$ cat config.mk
export PLATFORM = sky130hd
export DESIGN_NAME = piso_tx
export DESIGN_NICKNAME = d
export VERILOG_FILES = /design/src/rtl/piso_tx.sv
export SDC_FILE = /design/constraint.sdc
export NUM_CORES = 1
export LEC_CHECK = 0
export ABC_AREA = 1
export BUFFER_PORTS_ARGS = -buffer_cell sky130_fd_sc_hd__buf_4
export CAP_MARGIN = 25
export CORE_AREA = 4 4 41 43
export DETAILED_ROUTE_END_ITERATION = 7
export DIE_AREA = 0 0 45 47
export GPL_ROUTABILITY_DRIVEN = 0
export SKIP_CTS_REPAIR_TIMING = 1
export SLEW_MARGIN = 30
export SYNTH_ARGS = -nofsm -noshare
export SYNTH_HDL_FRONTEND = slang
export SYNTH_SLANG_ARGS = --single-unit
$ cat constraint.sdc
create_clock -name clk -period 1.46 [get_ports clk]
set_input_delay 0.292 -clock clk [delete_from_list [all_inputs] [get_ports clk]]
set_output_delay 0.292 -clock clk [all_outputs]
set_load 0.01 [all_outputs]
$ cat src/rtl/piso_tx.sv
// Parallel-in/serial-out transmitter: loads a WIDTH-bit word and shifts it out MSB-first.
// Optional even-parity trailer bit is enabled by defining PISO_PARITY_EN.
module piso_tx #(
    parameter int WIDTH = 4
) (
    input  logic             clk,
    input  logic             reset,
    input  logic             pl,
    input  logic [WIDTH-1:0] di,
    input  logic             en,
    output logic             ready,
    output logic             sdo,
    output logic             frame,
    output logic             done
);

    localparam int CNT_W = $clog2(WIDTH + 1);
    localparam logic [CNT_W-1:0] LAST_CNT = CNT_W'(WIDTH - 1);

`ifdef PISO_PARITY_EN
    typedef enum logic [1:0] {
        S_IDLE  = 2'd0,
        S_SHIFT = 2'd1,
        S_PAR   = 2'd2
    } state_t;
`else
    typedef enum logic [1:0] {
        S_IDLE  = 2'd0,
        S_SHIFT = 2'd1
    } state_t;
`endif

    state_t           state_q, state_d;
    logic [WIDTH-1:0] sh_q, sh_d;
    logic [CNT_W-1:0] cnt_q, cnt_d;
    logic             done_q, done_d;
    logic             last_bit_s;
    logic             final_s;
`ifdef PISO_PARITY_EN
    logic             par_q, par_d;
`endif

    assign last_bit_s = (state_q == S_SHIFT) && (cnt_q == LAST_CNT);

    // The final bit of a word is the parity bit when present, else the last data bit.
`ifdef PISO_PARITY_EN
    assign final_s = (state_q == S_PAR);
`else
    assign final_s = last_bit_s;
`endif

    // Combinational ready lets a new word follow the final bit with no idle gap.
    assign ready = reset & ((state_q == S_IDLE) | (final_s & en));
    assign done  = done_q;

    // Next-state and datapath update.
    always_comb begin
        state_d = state_q;
        sh_d    = sh_q;
        cnt_d   = cnt_q;
        done_d  = 1'b0;
`ifdef PISO_PARITY_EN
        par_d   = par_q;
`endif
        case (state_q)
            S_IDLE: begin
                if (pl) begin
                    state_d = S_SHIFT;
                    sh_d    = di;
                    cnt_d   = '0;
`ifdef PISO_PARITY_EN
                    par_d   = 1'b0;
`endif
                end else begin
                    state_d = S_IDLE;
                end
            end
            S_SHIFT: begin
                if (en) begin
                    sh_d  = {sh_q[WIDTH-2:0], 1'b0};
                    cnt_d = cnt_q + CNT_W'(1);
`ifdef PISO_PARITY_EN
                    par_d = par_q ^ sh_q[WIDTH-1];
                    if (last_bit_s) begin
                        state_d = S_PAR;
                    end else begin
                        state_d = S_SHIFT;
                    end
`else
                    if (last_bit_s) begin
                        done_d = 1'b1;
                        if (pl) begin
                            state_d = S_SHIFT;
                            sh_d    = di;
                            cnt_d   = '0;
                        end else begin
                            state_d = S_IDLE;
                        end
                    end else begin
                        state_d = S_SHIFT;
                    end
`endif
                end else begin
                    state_d = S_SHIFT;
                end
            end
`ifdef PISO_PARITY_EN
            S_PAR: begin
                if (en) begin
                    done_d = 1'b1;
                    if (pl) begin
                        state_d = S_SHIFT;
                        sh_d    = di;
                        cnt_d   = '0;
                        par_d   = 1'b0;
                    end else begin
                        state_d = S_IDLE;
                    end
                end else begin
                    state_d = S_PAR;
                end
            end
`endif
            default: begin
                state_d = S_IDLE;
                sh_d    = '0;
                cnt_d   = '0;
            end
        endcase
    end

    // State registers with synchronous active-low reset; reset wins over a load.
    always_ff @(posedge clk) begin
        if (!reset) begin
            state_q <= S_IDLE;
            sh_q    <= '0;
            cnt_q   <= '0;
            done_q  <= 1'b0;
`ifdef PISO_PARITY_EN
            par_q   <= 1'b0;
`endif
        end else begin
            state_q <= state_d;
            sh_q    <= sh_d;
            cnt_q   <= cnt_d;
            done_q  <= done_d;
`ifdef PISO_PARITY_EN
            par_q   <= par_d;
`endif
        end
    end

    // Serial output and frame qualifier decoded from the registered state.
    always_comb begin
        sdo   = 1'b0;
        frame = 1'b0;
        case (state_q)
            S_SHIFT: begin
                sdo   = sh_q[WIDTH-1];
                frame = 1'b1;
            end
`ifdef PISO_PARITY_EN
            S_PAR: begin
                sdo   = par_q;
                frame = 1'b1;
            end
`endif
            default: begin
                sdo   = 1'b0;
                frame = 1'b0;
            end
        endcase
    end

endmodule

==> run metrics, run 1 <==
Worst Hold Path Cells=3; layout cells sized above 1=0.333; total track usage=0.103; Final nets=92; leading area contributor after synthesis=dfxtp_1; Root Driver=clkbuf_4; Worst Setup Slack, final=-0.128 ns; max-slew violation count=0; power after layout=0.000583 W; ys async rst share=0; sequential area share after synthesis=0.388; final clock skew=0.00425 ns; Slew headroom=0.854; Starting Density=0.357; Sink Count=9; post-synth top area share=0.388; Finished Core Util=0.478; number of global-route vias before repair=335; Synth Warn #=0; Reg clk slew, reported paths=0.06 ns; Congestion Overflow GR=0; pin count of the biggest net entering global routing=13; fin crit share=1.09; clk_lat worst skew=0.27 ns; # diodes=0; number of DRC markers in iteration 0=2; Post-Synthesis Cells=66; max cap viols=0; Worst Hold Class=in -> reg; R2R setup slack=0.14 ns; core area=0.00130 mm2; final setup fails=1; Tmin final=1.59 ns; die area=0.00212 mm2; Post-synth EDFFs=0; cell leakage power=0.300 nW; XOR/XNOR Fraction of Synth Area=0; Crit Path Max Fanout=3; Syn Nets=76; number of port buffers=11; Vias=431; Syn Std Cell Area=464 um2; synthesized area per cell=7.03 um2; Synth Area in Simple Gates=0.275; initial antenna violation count=0; drt total wl=1.00 mm; Final TNS setup=-0.128 ns; largest family of logic cells by synthesized area=simple AND/OR/NAND/NOR gates; post-route cell area=622 um2; CTS buffer count=3; area grow syn2layout=34.0%; top post-synthesis cells by area=dfxtp_1 (39%), nor2_1 (11%), inv_1 (8.1%); Placed Area=551 um2; mux share of post-synthesis cell area=0; vias per cell=4.49; P per Cell Area=938 mW/mm2; Yosys cell types=14; Highest Clock Rate=630 MHz; critical setup path kind=reg -> out; first-pass GRT wire length=1.44 mm; Boundary Pins=12; r2r worst-path depth=7; Final Hold Viols=0; Post-synth top cells=nor2_1 (13), inv_1 (10), dfxtp_1 (9), nand2_1 (8); violated checks=negative setup slack; H-Tree Depth=1; Setup crit start kind=flop; FF+latch count, synth=9; Row Count=13; dpl hpwl=674 um; status=finished, violations left; crit path DAT=1.30 ns; count leader, synth=nor2_1; Final ANT Viol Nets=0; die width=45 um; post-synthesis compound-gate area fraction=0.146; RSZ-0062 raised after global routing=true; DRC Markers=0; clk buf depth=2; Post-Place Worst Slack=0.0230 ns; Worst Tran Pin Value=0.218 ns; prevailing post-synth register cell=dfxtp_1; DR pass1 iterations=2; required time of the worst setup path=1.17 ns; Avg WL per Cell=10.5 um; TritonCTS clock tree=built; Setup crit end kind=output port; Die H=47 um; post-synthesis adder-cell area fraction=0.0539; Worst VDD drop=0.000373 V
kinds of logic after synthesis:
kind of cell / after synthesis
buffers and inverters: 13
adder cells (fa/ha/maj): 2
flip-flops: 9
AO/OA/AOI/OAI: 12
AND/OR/NAND/NOR: 30
cell type report:
cell class / instances / area (um2)
Tap cell: 15 / 18.8
Timing Repair Buffer: 13 / 97.6
Inverter: 11 / 41.3
Fill cell: 150 / 679
Multi-Input combinational cell: 44 / 253
Clock buffer: 4 / 26.3
Sequential cell: 9 / 185
layer usage:
layer,wire [um],track usage,vias to the layer above
met2,396,0.124,12
met4,33,0.0877,0
met1,483,0.128,179
met5,0,0,-
li1,-,-,236
met3,91,0.0575,4
layout by cell type (no fill, tap or decap):
master,n
nor2_1,13
buf_4,13
inv_1,9
nand2_1,8
dfxtp_1,7
o21ai_1,5
nand3_1,5
nand2_2,3
a21oi_1,3
clkbuf_4,3
inv_2,2
o21ai_0,2
ha_4,2
a21oi_4,1
a21oi_2,1
nor3_1,1
clkbuf_1,1
dfxtp_4,1
dfxtp_2,1
sequential cells by signal, indices dropped and copies added, names as in the netlist:
name     count
cnt_q        3
done         1
sh_q         4
state_q      1
worst paths after layout:
check	startpoint	end
worst max register to register	cnt_q[0]	sh_q[1]
worst min-delay path	di[0]	sh_q[0]
worst max-delay path	cnt_q[0]	ready
worst min register to register	sh_q[1]	sh_q[1]
stage by stage:
stage / hold slack (ns) / std cells
3_5_place_dp: 0.503 / 91
3_3_place_gp: 0.492 / 91
6_report: 0.294 / 96
5_1_grt: 0.294 / 96
4_1_cts: 0.287 / 95
2_1_floorplan: 0.413 / 66
critical path, cell delays in order, from the launching register on:
cell and delay [ns]:
dfxtp_4 0.36, ha_4 0.13, ha_4 0.13, inv_2 0.03, o21ai_1 0.10, inv_1 0.06, nor2_1 0.10, buf_4 0.12
report_power, final:
group	internal, W	leakage (nW)	switching (W)	total [W]
Sequential	0.000264	0.0754	0.0000135	0.000278
Clock	0.000106	0.0150	0.0000921	0.000198
Combinational	0.0000495	0.209	0.0000585	0.000108
No activity file was read; power rests on OpenSTA's default activity.
==> inputs of run 2 (changes only) <==
--- a/config.mk
+++ b/config.mk
@@ -12,6 +12,7 @@
 export DETAILED_ROUTE_END_ITERATION = 7
 export DIE_AREA = 0 0 45 47
 export GPL_ROUTABILITY_DRIVEN = 0
+export SETUP_SLACK_MARGIN = 0.3
 export SKIP_CTS_REPAIR_TIMING = 1
 export SLEW_MARGIN = 30
 export SYNTH_ARGS = -nofsm -noshare
==> run 2 against run 1 <==
  * The run still ends with negative setup slack left
  * Design area increased by 6.6%
  * Non-clock buffer count increased by 2
  * Core utilization increased by 3.2 points
  * Clock skew increased by 0.0043 ns
  * Die area unchanged
  * Worst hold slack got worse by 0.0094 ns
  * Critical path depth unchanged
  * Global-route usage increased by 1.1 points
  * Worst setup slack got worse by 0.0077 ns
  * Register-to-register slack about the same
  * Highest routed layer unchanged
==> run metrics, run 2 (same netlist as run 1, synthesis figures left out) <==
CTS buffer count=3; number of DRC markers in iteration 0=2; Final nets=94; Slew headroom=0.838; core area=0.00130 mm2; number of global-route vias before repair=386; RSZ-0062 raised after global routing=true; die area=0.00212 mm2; DRC Markers=0; dpl hpwl=700 um; Final TNS setup=-0.135 ns; Starting Density=0.357; initial antenna violation count=0; Congestion Overflow GR=0; power after layout=0.000601 W; clk buf depth=2; fin crit share=1.09; Vias=448; Largest Register=sh_q; Setup crit end kind=output port; cell leakage power=0.313 nW; max cap viols=0; Worst Hold Path Cells=3; most frequent cells in the layout=buf_4 (14), nor2_1 (10), inv_1 (8), nand2_1 (8), dfxtp_1 (6); Root Driver=clkbuf_4; Reg clk slew, reported paths=0.07 ns; Row Count=13; Avg WL per Cell=10.4 um; Setup crit start kind=flop; CP Cell Sequence=ha_4 > ha_4 > inv_2 > o21ai_2 > inv_2 > nor2_2 > buf_4; biggest regs=sh_q: 4 flops, cnt_q: 3 flops; Die H=47 um; Sink Count=9; P per Cell Area=907 mW/mm2; Tmin final=1.60 ns; Worst VDD drop=0.000704 V; Worst Tran Pin Value=0.242 ns; final clock skew=0.00854 ns; area grow syn2layout=42.9%; drt total wl=1.02 mm; violated checks=negative setup slack; Final ANT Viol Nets=0; Worst Setup Slack, final=-0.135 ns; r2r worst-path depth=7; critical setup path kind=reg -> out; H-Tree Depth=1; status=finished, violations left; crit path DAT=1.30 ns; commonest non-fill, non-tap cell in the layout=buf_4; post-route cell area=663 um2; Worst Hold Class=in -> reg; Placed Area=581 um2; max-slew violation count=0; TritonCTS clock tree=built; Finished Core Util=0.510; total track usage=0.114; final setup fails=1; Highest Clock Rate=627 MHz; # diodes=0; max incr delay on CP=0.36 ns; pin count of the biggest net entering global routing=13; number of port buffers=11; die width=45 um; Boundary Pins=12; vias per cell=4.57; required time of the worst setup path=1.17 ns; Crit Path Max Fanout=3; first-pass GRT wire length=1.66 mm; Final Hold Viols=0; clk_lat worst skew=0.27 ns; layout cells sized above 1=0.446; max reg flops=4; DR pass1 iterations=2; Critical-path top delay cell=dfxtp_2
## run 2: worst max-delay path: cells and delay by family, from the launching register on
| family | cells | cell delay (ns) |
|---|---|---|
| compound gates | 1 | 0.13 |
| fa+ha+maj | 2 | 0.27 |
| buf+inv | 3 | 0.21 |
| flops | 1 | 0.36 |
| simple gates | 1 | 0.07 |
## run 2: stage by stage
step                hold slack, ns  worst slack, ns  std cells
CTS                          0.267           -0.171         95
detailed placement           0.501            0.131         91
floorplan                    0.413            0.230         66
global route                 0.294           -0.232         98
global placement             0.497            0.148         91
finish                       0.284           -0.135         98
## run 2: worst paths after layout
kind,startpoint,to,slack (ns)
worst max-delay path,cnt_q[0],ready,-0.14
worst min-delay path,pl,state_q[0],0.28
worst max register to register,cnt_q[0],sh_q[2],0.15
worst min register to register,cnt_q[0],cnt_q[0],0.53
## run 2: metal layers
layer,track usage,routed length [um]
met3,0.0230,58
met2,0.158,448
met1,0.146,490
met4,0.105,19
met5,0,0
## run 2: final cells by class
type / instances / area (um2)
fillers: 131 / 638
multi-input cells: 44 / 273
flip-flops and latches: 9 / 186
repair buffers: 15 / 116
inverters: 11 / 41.3
clock buffers: 3 / 22.5
well taps: 15 / 18.8
clock inverters: 1 / 5.00
## run 2: power breakdown
group          leakage (nW)  switching (W)  internal (W)
clock network        0.0177      0.0000986      0.000101
logic                 0.219      0.0000665     0.0000587
registers            0.0756      0.0000117      0.000265
